<file path="src/rtl/wb_master_arbiter_if.sv">
// Bundle of every bus signal around wb_master_arbiter: two master ports, one slave port, grant and FSM state.
// The arbiter connects through the slave modport; the core/SoC environment connects through the master modport.
interface wb_master_arbiter_if #(
    parameter int ADDR_W = 32,
    parameter int DATA_W = 32,
    parameter int SEL_W  = 4
);
    // Master 0: data port (MEM stage)
    logic              m0_cyc_i;
    logic              m0_stb_i;
    logic              m0_we_i;
    logic [ADDR_W-1:0] m0_addr_i;
    logic [DATA_W-1:0] m0_data_i;
    logic [SEL_W-1:0]  m0_sel_i;
    logic [DATA_W-1:0] m0_data_o;
    logic              m0_ack_o;

    // Master 1: instruction port (IF stage)
    logic              m1_cyc_i;
    logic              m1_stb_i;
    logic              m1_we_i;
    logic [ADDR_W-1:0] m1_addr_i;
    logic [DATA_W-1:0] m1_data_i;
    logic [SEL_W-1:0]  m1_sel_i;
    logic [DATA_W-1:0] m1_data_o;
    logic              m1_ack_o;

    // Shared slave side
    logic              s_cyc_o;
    logic              s_stb_o;
    logic              s_we_o;
    logic [ADDR_W-1:0] s_addr_o;
    logic [DATA_W-1:0] s_data_o;
    logic [SEL_W-1:0]  s_sel_o;
    logic [DATA_W-1:0] s_data_i;
    logic              s_ack_i;

    // Registered grant (bit0 = m0, bit1 = m1) and raw FSM state for debug
    logic [1:0]        grant_o;
    logic [1:0]        state_o;

    // Handshake: a master owns the bus from its grant until it drops cyc; each beat
    // completes on a cycle with stb=1 and ack=1; the ungranted master holds cyc and waits.
    modport slave (
        input  m0_cyc_i, m0_stb_i, m0_we_i, m0_addr_i, m0_data_i, m0_sel_i,
        input  m1_cyc_i, m1_stb_i, m1_we_i, m1_addr_i, m1_data_i, m1_sel_i,
        input  s_data_i, s_ack_i,
        output m0_data_o, m0_ack_o, m1_data_o, m1_ack_o,
        output s_cyc_o, s_stb_o, s_we_o, s_addr_o, s_data_o, s_sel_o,
        output grant_o, state_o
    );

    modport master (
        output m0_cyc_i, m0_stb_i, m0_we_i, m0_addr_i, m0_data_i, m0_sel_i,
        output m1_cyc_i, m1_stb_i, m1_we_i, m1_addr_i, m1_data_i, m1_sel_i,
        output s_data_i, s_ack_i,
        input  m0_data_o, m0_ack_o, m1_data_o, m1_ack_o,
        input  s_cyc_o, s_stb_o, s_we_o, s_addr_o, s_data_o, s_sel_o,
        input  grant_o, state_o
    );
endinterface

</file>
<file path="src/rtl/wb_master_arbiter.sv">
// Two-master, one-slave Wishbone arbiter: m0 = data port, m1 = instruction port; fixed m0 priority.
// Define WB_ARB_RR_EN to break simultaneous requests round-robin using a last-grant flag.
module wb_master_arbiter #(
    parameter int ADDR_W = 32,
    parameter int DATA_W = 32,
    parameter int SEL_W  = 4
) (
    input  logic                clk,
    input  logic                rst,
    wb_master_arbiter_if.slave  bus
);

    typedef enum logic [1:0] {
        IDLE   = 2'd0,
        GNT_M0 = 2'd1,
        GNT_M1 = 2'd2
    } state_e;

    localparam logic [ADDR_W-1:0] ZERO_A = '0;
    localparam logic [DATA_W-1:0] ZERO_D = '0;
    localparam logic [SEL_W-1:0]  ZERO_S = '0;

    state_e state_q, state_d;
    state_e req_state;
    logic   gnt0, gnt1;

`ifdef WB_ARB_RR_EN
    // 0 = m0 was granted last, 1 = m1 was granted last
    logic last_grant_q, last_grant_d;
`endif

    // Request evaluation, shared by IDLE and by the release edge of either grant
    always_comb begin
        req_state = IDLE;
`ifdef WB_ARB_RR_EN
        if (bus.m0_cyc_i && bus.m1_cyc_i) begin
            req_state = last_grant_q ? GNT_M0 : GNT_M1;
        end else if (bus.m0_cyc_i) begin
            req_state = GNT_M0;
        end else if (bus.m1_cyc_i) begin
            req_state = GNT_M1;
        end
`else
        if (bus.m0_cyc_i) begin
            req_state = GNT_M0;
        end else if (bus.m1_cyc_i) begin
            req_state = GNT_M1;
        end
`endif
    end

    always_comb begin
        state_d = state_q;
        case (state_q)
            IDLE:    state_d = req_state;
            GNT_M0:  if (!bus.m0_cyc_i) state_d = req_state;
            GNT_M1:  if (!bus.m1_cyc_i) state_d = req_state;
            default: state_d = IDLE;
        endcase
    end

`ifdef WB_ARB_RR_EN
    always_comb begin
        last_grant_d = last_grant_q;
        if (state_d == GNT_M0 && state_q != GNT_M0) begin
            last_grant_d = 1'b0;
        end else if (state_d == GNT_M1 && state_q != GNT_M1) begin
            last_grant_d = 1'b1;
        end
    end
`endif

    always_ff @(posedge clk) begin
        if (!rst) begin
            state_q <= IDLE;
`ifdef WB_ARB_RR_EN
            last_grant_q <= 1'b1;
`endif
        end else begin
            state_q <= state_d;
`ifdef WB_ARB_RR_EN
            last_grant_q <= last_grant_d;
`endif
        end
    end

    assign gnt0 = (state_q == GNT_M0);
    assign gnt1 = (state_q == GNT_M1);

    assign bus.grant_o = {gnt1, gnt0};
    assign bus.state_o = state_q;

    // Slave side follows the granted master combinationally, so a dropped cyc is seen at once
    always_comb begin
        bus.s_cyc_o  = 1'b0;
        bus.s_stb_o  = 1'b0;
        bus.s_we_o   = 1'b0;
        bus.s_addr_o = ZERO_A;
        bus.s_data_o = ZERO_D;
        bus.s_sel_o  = ZERO_S;
        if (gnt0) begin
            bus.s_cyc_o  = bus.m0_cyc_i;
            bus.s_stb_o  = bus.m0_stb_i;
            bus.s_we_o   = bus.m0_we_i;
            bus.s_addr_o = bus.m0_addr_i;
            bus.s_data_o = bus.m0_data_i;
            bus.s_sel_o  = bus.m0_sel_i;
        end else if (gnt1) begin
            bus.s_cyc_o  = bus.m1_cyc_i;
            bus.s_stb_o  = bus.m1_stb_i;
            bus.s_we_o   = bus.m1_we_i;
            bus.s_addr_o = bus.m1_addr_i;
            bus.s_data_o = bus.m1_data_i;
            bus.s_sel_o  = bus.m1_sel_i;
        end
    end

    // Acks outside an active strobe of the granted master are dropped here
    always_comb begin
        bus.m0_ack_o  = bus.s_ack_i & gnt0 & bus.m0_stb_i;
        bus.m1_ack_o  = bus.s_ack_i & gnt1 & bus.m1_stb_i;
        bus.m0_data_o = gnt0 ? bus.s_data_i : ZERO_D;
        bus.m1_data_o = gnt1 ? bus.s_data_i : ZERO_D;
    end

    a_grant_onehot0: assert property (@(posedge clk) disable iff (!rst)
        $onehot0(bus.grant_o));

    a_single_ack: assert property (@(posedge clk) disable iff (!rst)
        !(bus.m0_ack_o && bus.m1_ack_o));

    a_cyc_needs_grant: assert property (@(posedge clk) disable iff (!rst)
        bus.s_cyc_o |-> (bus.grant_o != 2'b00));

endmodule

</file>
<file path="src/flat_wrapper.sv">
// flat-port wrapper written by rule: the top's interface ports become plain ports
module wb_master_arbiter_flat 
#(
    parameter int ADDR_W = 32,
    parameter int DATA_W = 32,
    parameter int SEL_W  = 4
)
  (clk, rst, bus_m0_cyc_i, bus_m0_stb_i, bus_m0_we_i, bus_m0_addr_i, bus_m0_data_i, bus_m0_sel_i, bus_m1_cyc_i, bus_m1_stb_i, bus_m1_we_i, bus_m1_addr_i, bus_m1_data_i, bus_m1_sel_i, bus_s_data_i, bus_s_ack_i, bus_m0_data_o, bus_m0_ack_o, bus_m1_data_o, bus_m1_ack_o, bus_s_cyc_o, bus_s_stb_o, bus_s_we_o, bus_s_addr_o, bus_s_data_o, bus_s_sel_o, bus_grant_o, bus_state_o);
  wb_master_arbiter_if #(.ADDR_W(ADDR_W), .DATA_W(DATA_W), .SEL_W(SEL_W)) bus_i ();
  input  logic clk;
  input  logic rst;
  input wire logic [$bits(bus_i.m0_cyc_i)-1:0] bus_m0_cyc_i;
  input wire logic [$bits(bus_i.m0_stb_i)-1:0] bus_m0_stb_i;
  input wire logic [$bits(bus_i.m0_we_i)-1:0] bus_m0_we_i;
  input wire logic [$bits(bus_i.m0_addr_i)-1:0] bus_m0_addr_i;
  input wire logic [$bits(bus_i.m0_data_i)-1:0] bus_m0_data_i;
  input wire logic [$bits(bus_i.m0_sel_i)-1:0] bus_m0_sel_i;
  input wire logic [$bits(bus_i.m1_cyc_i)-1:0] bus_m1_cyc_i;
  input wire logic [$bits(bus_i.m1_stb_i)-1:0] bus_m1_stb_i;
  input wire logic [$bits(bus_i.m1_we_i)-1:0] bus_m1_we_i;
  input wire logic [$bits(bus_i.m1_addr_i)-1:0] bus_m1_addr_i;
  input wire logic [$bits(bus_i.m1_data_i)-1:0] bus_m1_data_i;
  input wire logic [$bits(bus_i.m1_sel_i)-1:0] bus_m1_sel_i;
  input wire logic [$bits(bus_i.s_data_i)-1:0] bus_s_data_i;
  input wire logic [$bits(bus_i.s_ack_i)-1:0] bus_s_ack_i;
  output wire logic [$bits(bus_i.m0_data_o)-1:0] bus_m0_data_o;
  output wire logic [$bits(bus_i.m0_ack_o)-1:0] bus_m0_ack_o;
  output wire logic [$bits(bus_i.m1_data_o)-1:0] bus_m1_data_o;
  output wire logic [$bits(bus_i.m1_ack_o)-1:0] bus_m1_ack_o;
  output wire logic [$bits(bus_i.s_cyc_o)-1:0] bus_s_cyc_o;
  output wire logic [$bits(bus_i.s_stb_o)-1:0] bus_s_stb_o;
  output wire logic [$bits(bus_i.s_we_o)-1:0] bus_s_we_o;
  output wire logic [$bits(bus_i.s_addr_o)-1:0] bus_s_addr_o;
  output wire logic [$bits(bus_i.s_data_o)-1:0] bus_s_data_o;
  output wire logic [$bits(bus_i.s_sel_o)-1:0] bus_s_sel_o;
  output wire logic [$bits(bus_i.grant_o)-1:0] bus_grant_o;
  output wire logic [$bits(bus_i.state_o)-1:0] bus_state_o;
  assign bus_i.m0_cyc_i = bus_m0_cyc_i;
  assign bus_i.m0_stb_i = bus_m0_stb_i;
  assign bus_i.m0_we_i = bus_m0_we_i;
  assign bus_i.m0_addr_i = bus_m0_addr_i;
  assign bus_i.m0_data_i = bus_m0_data_i;
  assign bus_i.m0_sel_i = bus_m0_sel_i;
  assign bus_i.m1_cyc_i = bus_m1_cyc_i;
  assign bus_i.m1_stb_i = bus_m1_stb_i;
  assign bus_i.m1_we_i = bus_m1_we_i;
  assign bus_i.m1_addr_i = bus_m1_addr_i;
  assign bus_i.m1_data_i = bus_m1_data_i;
  assign bus_i.m1_sel_i = bus_m1_sel_i;
  assign bus_i.s_data_i = bus_s_data_i;
  assign bus_i.s_ack_i = bus_s_ack_i;
  assign bus_m0_data_o = bus_i.m0_data_o;
  assign bus_m0_ack_o = bus_i.m0_ack_o;
  assign bus_m1_data_o = bus_i.m1_data_o;
  assign bus_m1_ack_o = bus_i.m1_ack_o;
  assign bus_s_cyc_o = bus_i.s_cyc_o;
  assign bus_s_stb_o = bus_i.s_stb_o;
  assign bus_s_we_o = bus_i.s_we_o;
  assign bus_s_addr_o = bus_i.s_addr_o;
  assign bus_s_data_o = bus_i.s_data_o;
  assign bus_s_sel_o = bus_i.s_sel_o;
  assign bus_grant_o = bus_i.grant_o;
  assign bus_state_o = bus_i.state_o;
  wb_master_arbiter #(.ADDR_W(ADDR_W), .DATA_W(DATA_W), .SEL_W(SEL_W)) u_core (.clk(clk), .rst(rst), .bus(bus_i));
endmodule
</file>
<file path="config.mk">
export PLATFORM = sky130hd
export DESIGN_NAME = wb_master_arbiter_flat
export DESIGN_NICKNAME = d
export VERILOG_FILES = /design/src/rtl/wb_master_arbiter_if.sv /design/src/rtl/wb_master_arbiter.sv /design/src/flat_wrapper.sv
export SDC_FILE = /design/constraint.sdc
export NUM_CORES = 1
export LEC_CHECK = 0
export BUFFER_PORTS_ARGS = -buffer_cell sky130_fd_sc_hd__buf_2
export CAP_MARGIN = 20
export CORE_AREA = 3 3 124 126
export DETAILED_ROUTE_END_ITERATION = 10
export DIE_AREA = 0 0 127 129
export GPL_TIMING_DRIVEN = 0
export PLACE_DENSITY = 0.48
export RECOVER_POWER = 25
export SLEW_MARGIN = 30
export SYNTH_ARGS = -nofsm -noshare
export SYNTH_HDL_FRONTEND = slang
export SYNTH_SLANG_ARGS = --single-unit
</file>
<file path="constraint.sdc">
create_clock -name clk -period 1.6 [get_ports clk]
set_input_delay 0.24 -clock clk [delete_from_list [all_inputs] [get_ports clk]]
set_output_delay 0.24 -clock clk [all_outputs]
set_load 0.05 [all_outputs]
</file>
==> results of run 1 <==
==> synth_stat cells <==
| library cell | count | area, um^2 |
|---|---|---|
| o211a_1 | 1 | 10.0 |
| and2_1 | 64 | 400 |
| clkbuf_1 | 3 | 11.3 |
| dfxtp_1 | 2 | 40.0 |
| nor2_1 | 1 | 3.75 |
| and3_1 | 3 | 18.8 |
| nor2b_1 | 2 | 12.5 |
| a22o_1 | 71 | 622 |
| o21ai_0 | 1 | 5.00 |
| buf_2 | 11 | 55.1 |
| buf_6 | 5 | 56.3 |
| buf_4 | 7 | 52.6 |
==> cell families (layout without fill, tap and decap cells) <==
family,after synthesis,in the layout
buf+inv,26,353
simple gates,70,70
compound gates,73,73
flops,2,2
==> where the power goes <==
group          total, mW  switching [mW]  internal, mW
sequential        0.0558         0.00404        0.0517
combinational       1.77            1.00         0.774
clock              0.373          0.0555         0.318
total               2.20            1.06          1.14
==> final timing paths <==
| check | start | end | slack [ns] | cells after the start |
|---|---|---|---|---|
| setup reg to reg | u_core.bus.state_o[1] | u_core.bus.state_o[1] | 0.39 | 4 |
| hold reg to reg | u_core.bus.state_o[0] | u_core.bus.state_o[0] | 0.65 | 2 |
| hold / removal | rst | u_core.bus.state_o[1] | 0.26 | 2 |
| setup / recovery | u_core.bus.state_o[0] | bus_s_data_o[25] | -0.17 | 6 |
==> final cells by class <==
| class | count | area (um^2) |
|---|---|---|
| multi-input combinational | 143 | 1540 |
| tap | 184 | 230 |
| sequential | 2 | 47.5 |
| fill | 1433 | 9640 |
| timing repair buffer | 325 | 2580 |
| clock buffer | 3 | 75.1 |
| buffer | 25 | 308 |
==> repair_timing <==
item | 4_1_cts | 5_1_grt
setup endpoints to repair | 139 | 139
gates cloned | 2 | 1
buffers inserted | 3 | 2
hold buffers | 0 | 0
pin swaps | 3 | 15
resized for setup | 289 | 47
==> layer usage <==
layer / up-vias / share of wire (%) / GRT usage (%)
met5: - / 0 / 0
met4: 0 / 1.2 / 1.96
met3: 12 / 7.5 / 1.87
met2: 164 / 55 / 22.4
met1: 1258 / 36 / 13.0
li1: 1300 / - / -
==> metrics by stage <==
| step | power, mW | worst slack, ns | setup TNS (ns) | instances | cell area (um^2) |
|---|---|---|---|---|---|
| final | 2.20 | -0.171 | -13.84 | 682 | 4780 |
| after global routing | 2.29 | -0.210 | -19.82 | 682 | 4780 |
| after CTS | 2.15 | -0.180 | -16.14 | 680 | 4560 |
| after detailed placement | 1.48 | -0.187 | -11.78 | 672 | 3490 |
| after global placement | 1.47 | -0.160 | -8.65 | 672 | 3490 |
| after floorplan | 1.03 | -0.0557 | -0.0764 | 171 | 1680 |
==> worst max-delay path: stages (launching register included) <==
cell and delay (ns):
dfxtp_4 0.35, nor2b_4 0.13, buf_12 0.13, buf_12 0.14, buf_12 0.14, a22o_4 0.25
buf_6 0.15
==> flow_metrics.tcl, run 1 <==
set metrics [dict create \
    status "finished with violations" \
    violations "negative setup slack" \
    htree_levels 1 \
    final_common_cell "buf_2" \
    vias_per_cell 4.01 \
    syn_area_um2 1290 \
    antenna_found_initial 0 \
    nNetsFinal 677 \
    cp-end-kind "output port" \
    finalSetupViolCount 122 \
    portBuffers 317 \
    die_y_um 129 \
    fmax_ghz 0.565 \
    start_util_pct 8.93 \
    avgSynthCellArea_um2 7.53 \
    slew_viol_final 0 \
    min_path_type "in2reg" \
    worst_hold_slack_ns 0.259 \
    arrival_ns 1.53 \
    grt_usage_pct 11.4 \
    drt_wl_total_um 10700 \
    leakage_nw 2.59 \
    slew_headroom_pct 81.6 \
    rsz0062_at_grt "yes" \
    route.detailed.drc 0 \
    fp.dieW_um 127 \
    drive_above_1_share_pct 98.4 \
    synthMuxAreaShare_pct 0 \
    cts.sinks 2 \
    ys_seq_elements 2 \
    drtPass1Iterations 4 \
    grt_pass1_vias 2841 \
    dr_total_vias 2734 \
    dpl.hpwl_um 8240 \
    synth_top_family_by_area "compound AO/OA/AOI/OAI gates" \
    synth-simple-area-share_pct 33.8 \
    clockBufferDepth 2 \
    setup_slack_ns -0.171 \
    peakVddDrop_mv 0.265 \
    p_per_area_nw_per_um2 461 \
    finClkSkew_ns 0.000933 \
    postRouteAntennaNets 0 \
    yosysSeqAreaShare_pct 3.11 \
    synthDistinctLibCells 12 \
    drt_iter0_drc 88 \
    num_rows 44 \
    finalCriticalPeriod_ns 1.77 \
    syn_to_final_growth_pct 271 \
    cts_buffers 3 \
    final_cell_mix "buf_2 (182), buf_6 (88), and2_2 (58), buf_4 (38), a22o_4 (36)" \
    wl_per_cell_um 15.7 \
    place.gp.congestion 0.798 \
    required_ns 1.36 \
    utilization_pct 33.1 \
    post-route-period-util_pct 111 \
    tightest_slew_ns 0.278 \
    worstPathMaxFanout 10 \
    clkTransAtPathRegs_ns 0.03 \
    dieArea_um2 16400 \
    diodes 0 \
    drv_cap 0 \
    cts_tree "built" \
    yosysWarnings 0 \
    grt_pass1_wl_um 15000 \
    worstSetupPathType "reg2out" \
    ios 318 \
    cp-start-kind "flop" \
    hold_violations 0 \
    syn_nets 348 \
    largest_register_ffs 2 \
    fp.coreArea_um2 14400 \
    synth_xor_area_share_pct 0 \
    clock-root-buffer "clkbuf_16" \
    overflow 0 \
    synth-compound-area-share_pct 49.5 \
    synth_cells 171 \
    insertion_delay_ns 0.22 \
    synth_adder_area_share_pct 0 \
    grt_max_degree 11 \
]
(Power assumes the default switching activity.)
==> inputs of run 2 (changes only) <==
--- a/config.mk
+++ b/config.mk
@@ -5,14 +5,16 @@
 export SDC_FILE = /design/constraint.sdc
 export NUM_CORES = 1
 export LEC_CHECK = 0
+export ABC_AREA = 1
 export BUFFER_PORTS_ARGS = -buffer_cell sky130_fd_sc_hd__buf_2
 export CAP_MARGIN = 20
-export CORE_AREA = 3 3 124 126
+export CORE_AREA = 3 3 123 125
 export DETAILED_ROUTE_END_ITERATION = 10
-export DIE_AREA = 0 0 127 129
+export DIE_AREA = 0 0 126 128
 export GPL_TIMING_DRIVEN = 0
-export PLACE_DENSITY = 0.48
+export PLACE_DENSITY = 0.49
 export RECOVER_POWER = 25
+export SETUP_SLACK_MARGIN = 0.2
 export SLEW_MARGIN = 30
 export SYNTH_ARGS = -nofsm -noshare
 export SYNTH_HDL_FRONTEND = slang
==> run 2 against run 1 <==
- the flow still finishes with violations (negative setup slack)
- synthesized area increased by 8.5%
- final area increased by 31%
- synthesized cell count increased by 100%
- highest routed layer unchanged
- via count increased by 23%
- core utilization increased by 12 points
- routed wire length increased by 18%
- largest cell class unchanged
==> flow_metrics.tcl, run 2 <==
set metrics [dict create \
    yosysWarnings 0 \
    n_fill_cell 1346 \
    finalSetupViolCount 100 \
    cts_tree "built" \
    worst_hold_slack_ns 0.246 \
    endpoint "bus_m0_data_o[13]" \
    min_path_type "in2reg" \
    cp-end-kind "output port" \
    peakVddDrop_mv 0.189 \
    async_flop_share_pct 0 \
    synthDistinctLibCells 9 \
    place_inst 847 \
    clkTransAtPathRegs_ns 0.03 \
    diodes 0 \
    final.setup.tns_ns -3.62 \
    multi_input_area_um2 2380 \
    worstPathMaxFanout 8 \
    die_y_um 128 \
    violations "negative setup slack" \
    power_switching_mw 1.34 \
    place.gp.congestion 0.815 \
    cpMostUsedCell "nor2_4" \
    dr_total_vias 3372 \
    drive_above_1_share_pct 81.7 \
    synth_top_cells_by_count "nand2_1 (218), nor2_1 (66), inv_1 (37)" \
    grt_pass1_wl_um 17800 \
    syn_to_final_growth_pct 350 \
    dpl.hpwl_um 9180 \
    yosys.area.top_type_share_pct 58.6 \
    synth_most_common_cell "nand2_1" \
    final_cell_mix "buf_2 (178), nand2_4 (108), nand2_1 (88), buf_8 (88), nor2_4 (51)" \
    place_area_um2 4190 \
    nNetsFinal 872 \
    cts.sinks 2 \
    dieArea_um2 16100 \
    status "finished with violations" \
    htree_levels 1 \
    path_cells "inv_4 > nor2_4 > buf_12 > inv_12 > clkbuf_16 > nor2_4 > buf_6" \
    seqCellArea_um2 47.5 \
    crit_slowest_cell "dfxtp_4" \
    internal-power_mw 1.28 \
    pwr-share-clk_pct 14.5 \
    wl_per_cell_um 14.4 \
    num_rows 43 \
    antenna_found_initial 0 \
    setup_slack_ns -0.0667 \
    syn_nets 527 \
    required_ns 1.36 \
    ys_seq_elements 2 \
    holdBufCountCts 0 \
    yosys.area.top_type "nand2_1" \
    tightest_slew_ns 0.297 \
    drt_wl_total_um 12600 \
    drtPass1Iterations 4 \
    ios 318 \
    syn_area_um2 1400 \
    crit_path_start "u_core.bus.state_o[0]" \
    final_common_cell "buf_2" \
    insertion_delay_ns 0.22 \
    avgSynthCellArea_um2 3.99 \
    swShare_pct 51.2 \
    cts_buffers 3 \
    arrival_ns 1.43 \
    synth.area.top_cells "nand2_1 (59%), nor2_1 (18%), inv_1 (9.9%)" \
    overflow 0 \
    yosysSeqAreaShare_pct 2.87 \
    hold_violations 0 \
    grt_pass1_vias 3537 \
    finalCriticalPeriod_ns 1.67 \
    fmax_ghz 0.600 \
    p_per_area_nw_per_um2 417 \
    r2r_end "u_core.bus.state_o[1]" \
    slew_viol_final 0 \
    fin_cells 873 \
    rrSetupSlack_ns 0.72 \
    grt_usage_pct 13.4 \
    pwr-share-seq_pct 2.2 \
    comb_power_share_pct 83.3 \
    synth_cells 350 \
    finClkSkew_ns 0.00119 \
    slew_headroom_pct 80.2 \
    fp.dieW_um 126 \
    drv_cap 0 \
    synth-edff-count 0 \
    grt_max_degree 11 \
    vias_per_cell 3.86 \
    synthFlopType "dfxtp_1" \
    portBuffers 317 \
    clockBufferDepth 2 \
    start_util_pct 9.98 \
    ff2ff_path_depth 3 \
    fp.coreArea_um2 14000 \
    postRouteAntennaNets 0 \
    rr_startpoint "u_core.bus.state_o[0]" \
    max_stage_delay_ns 0.37 \
    drt_iter0_drc 49 \
    leakage_nw 3.36 \
    largest_register_ffs 2 \
    route.detailed.drc 0 \
    stdcell_area_um2 6290 \
    cp-start-kind "flop" \
    clock-root-buffer "clkbuf_16" \
    worstSetupPathType "reg2out" \
    rsz0062_at_grt "yes" \
    post-route-period-util_pct 104 \
]
run 2: cell type report:
cell class	instances	share of cell area, %
Inverter	38	2.55
Tap cell	180	3.58
Clock buffer	3	1.19
Multi-Input combinational cell	288	37.9
Buffer	22	5.21
Sequential cell	2	0.756
Timing Repair Buffer	340	48.8
run 2: worst min path at each step:
stage	start	end	slack [ns]	depth (start not counted)
after floorplan	bus_m0_cyc_i	u_core.bus.state_o[0]	0.35	2
after global placement	u_core.bus.state_o[1]	u_core.bus.state_o[0]	0.46	1
after detailed placement	u_core.bus.state_o[1]	u_core.bus.state_o[0]	0.46	1
after CTS	rst	u_core.bus.state_o[1]	0.24	3
after global routing	rst	u_core.bus.state_o[1]	0.28	3
final	rst	u_core.bus.state_o[1]	0.25	3
run 2: logic make-up after synthesis:
logic type	after synthesis	synth area share, %
AND/OR/NAND/NOR	286	78.0
buffers and inverters	60	18.5
flip-flops	2	2.87
AO/OA/AOI/OAI	2	0.717
run 2: routing by layer:
| metal | share of wire (%) | GRT usage (%) | up-vias |
|---|---|---|---|
| li1 | - | - | 1689 |
| met3 | 6.7 | 2.29 | 13 |
| met5 | 0 | 0 | - |
| met1 | 36 | 14.9 | 1518 |
| met2 | 56 | 26.5 | 152 |
| met4 | 1.1 | 2.52 | 0 |
run 2: repair_timing:
| item | in CTS | in global routing |
|---|---|---|
| resized for setup | 374 | 117 |
| gates cloned | 2 | 8 |
| endpoints found under the hold margin | 0 | 0 |
| setup buffers | 9 | 4 |
| setup endpoints to repair | 139 | 139 |
| pin swaps | 3 | 36 |
run 2: power by group through the flow:
stage               logic [mW]  clock network (mW)  registers [mW]
CTS                       1.99               0.385          0.0568
finish                    2.18               0.381          0.0569
global placement          1.55                   0          0.0568
detailed placement        1.55                   0          0.0569
global route              2.29               0.394          0.0572
floorplan                 1.09                   0          0.0662
run 2: critical path, delay by kind of cell (launching register included):
kind,cells,cell delay (ns)
buf+inv,5,0.60
flops,1,0.37
simple gates,2,0.23
run 2: per-stage QoR:
step	util (%)	setup WS [ns]	power, mW
final	44.9	-0.0667	2.62
after global routing	44.9	-0.128	2.74
after CTS	40.2	-0.0791	2.43
after detailed placement	30.0	-0.210	1.60
after global placement	30.0	-0.204	1.60
after floorplan	-	0.0721	1.16
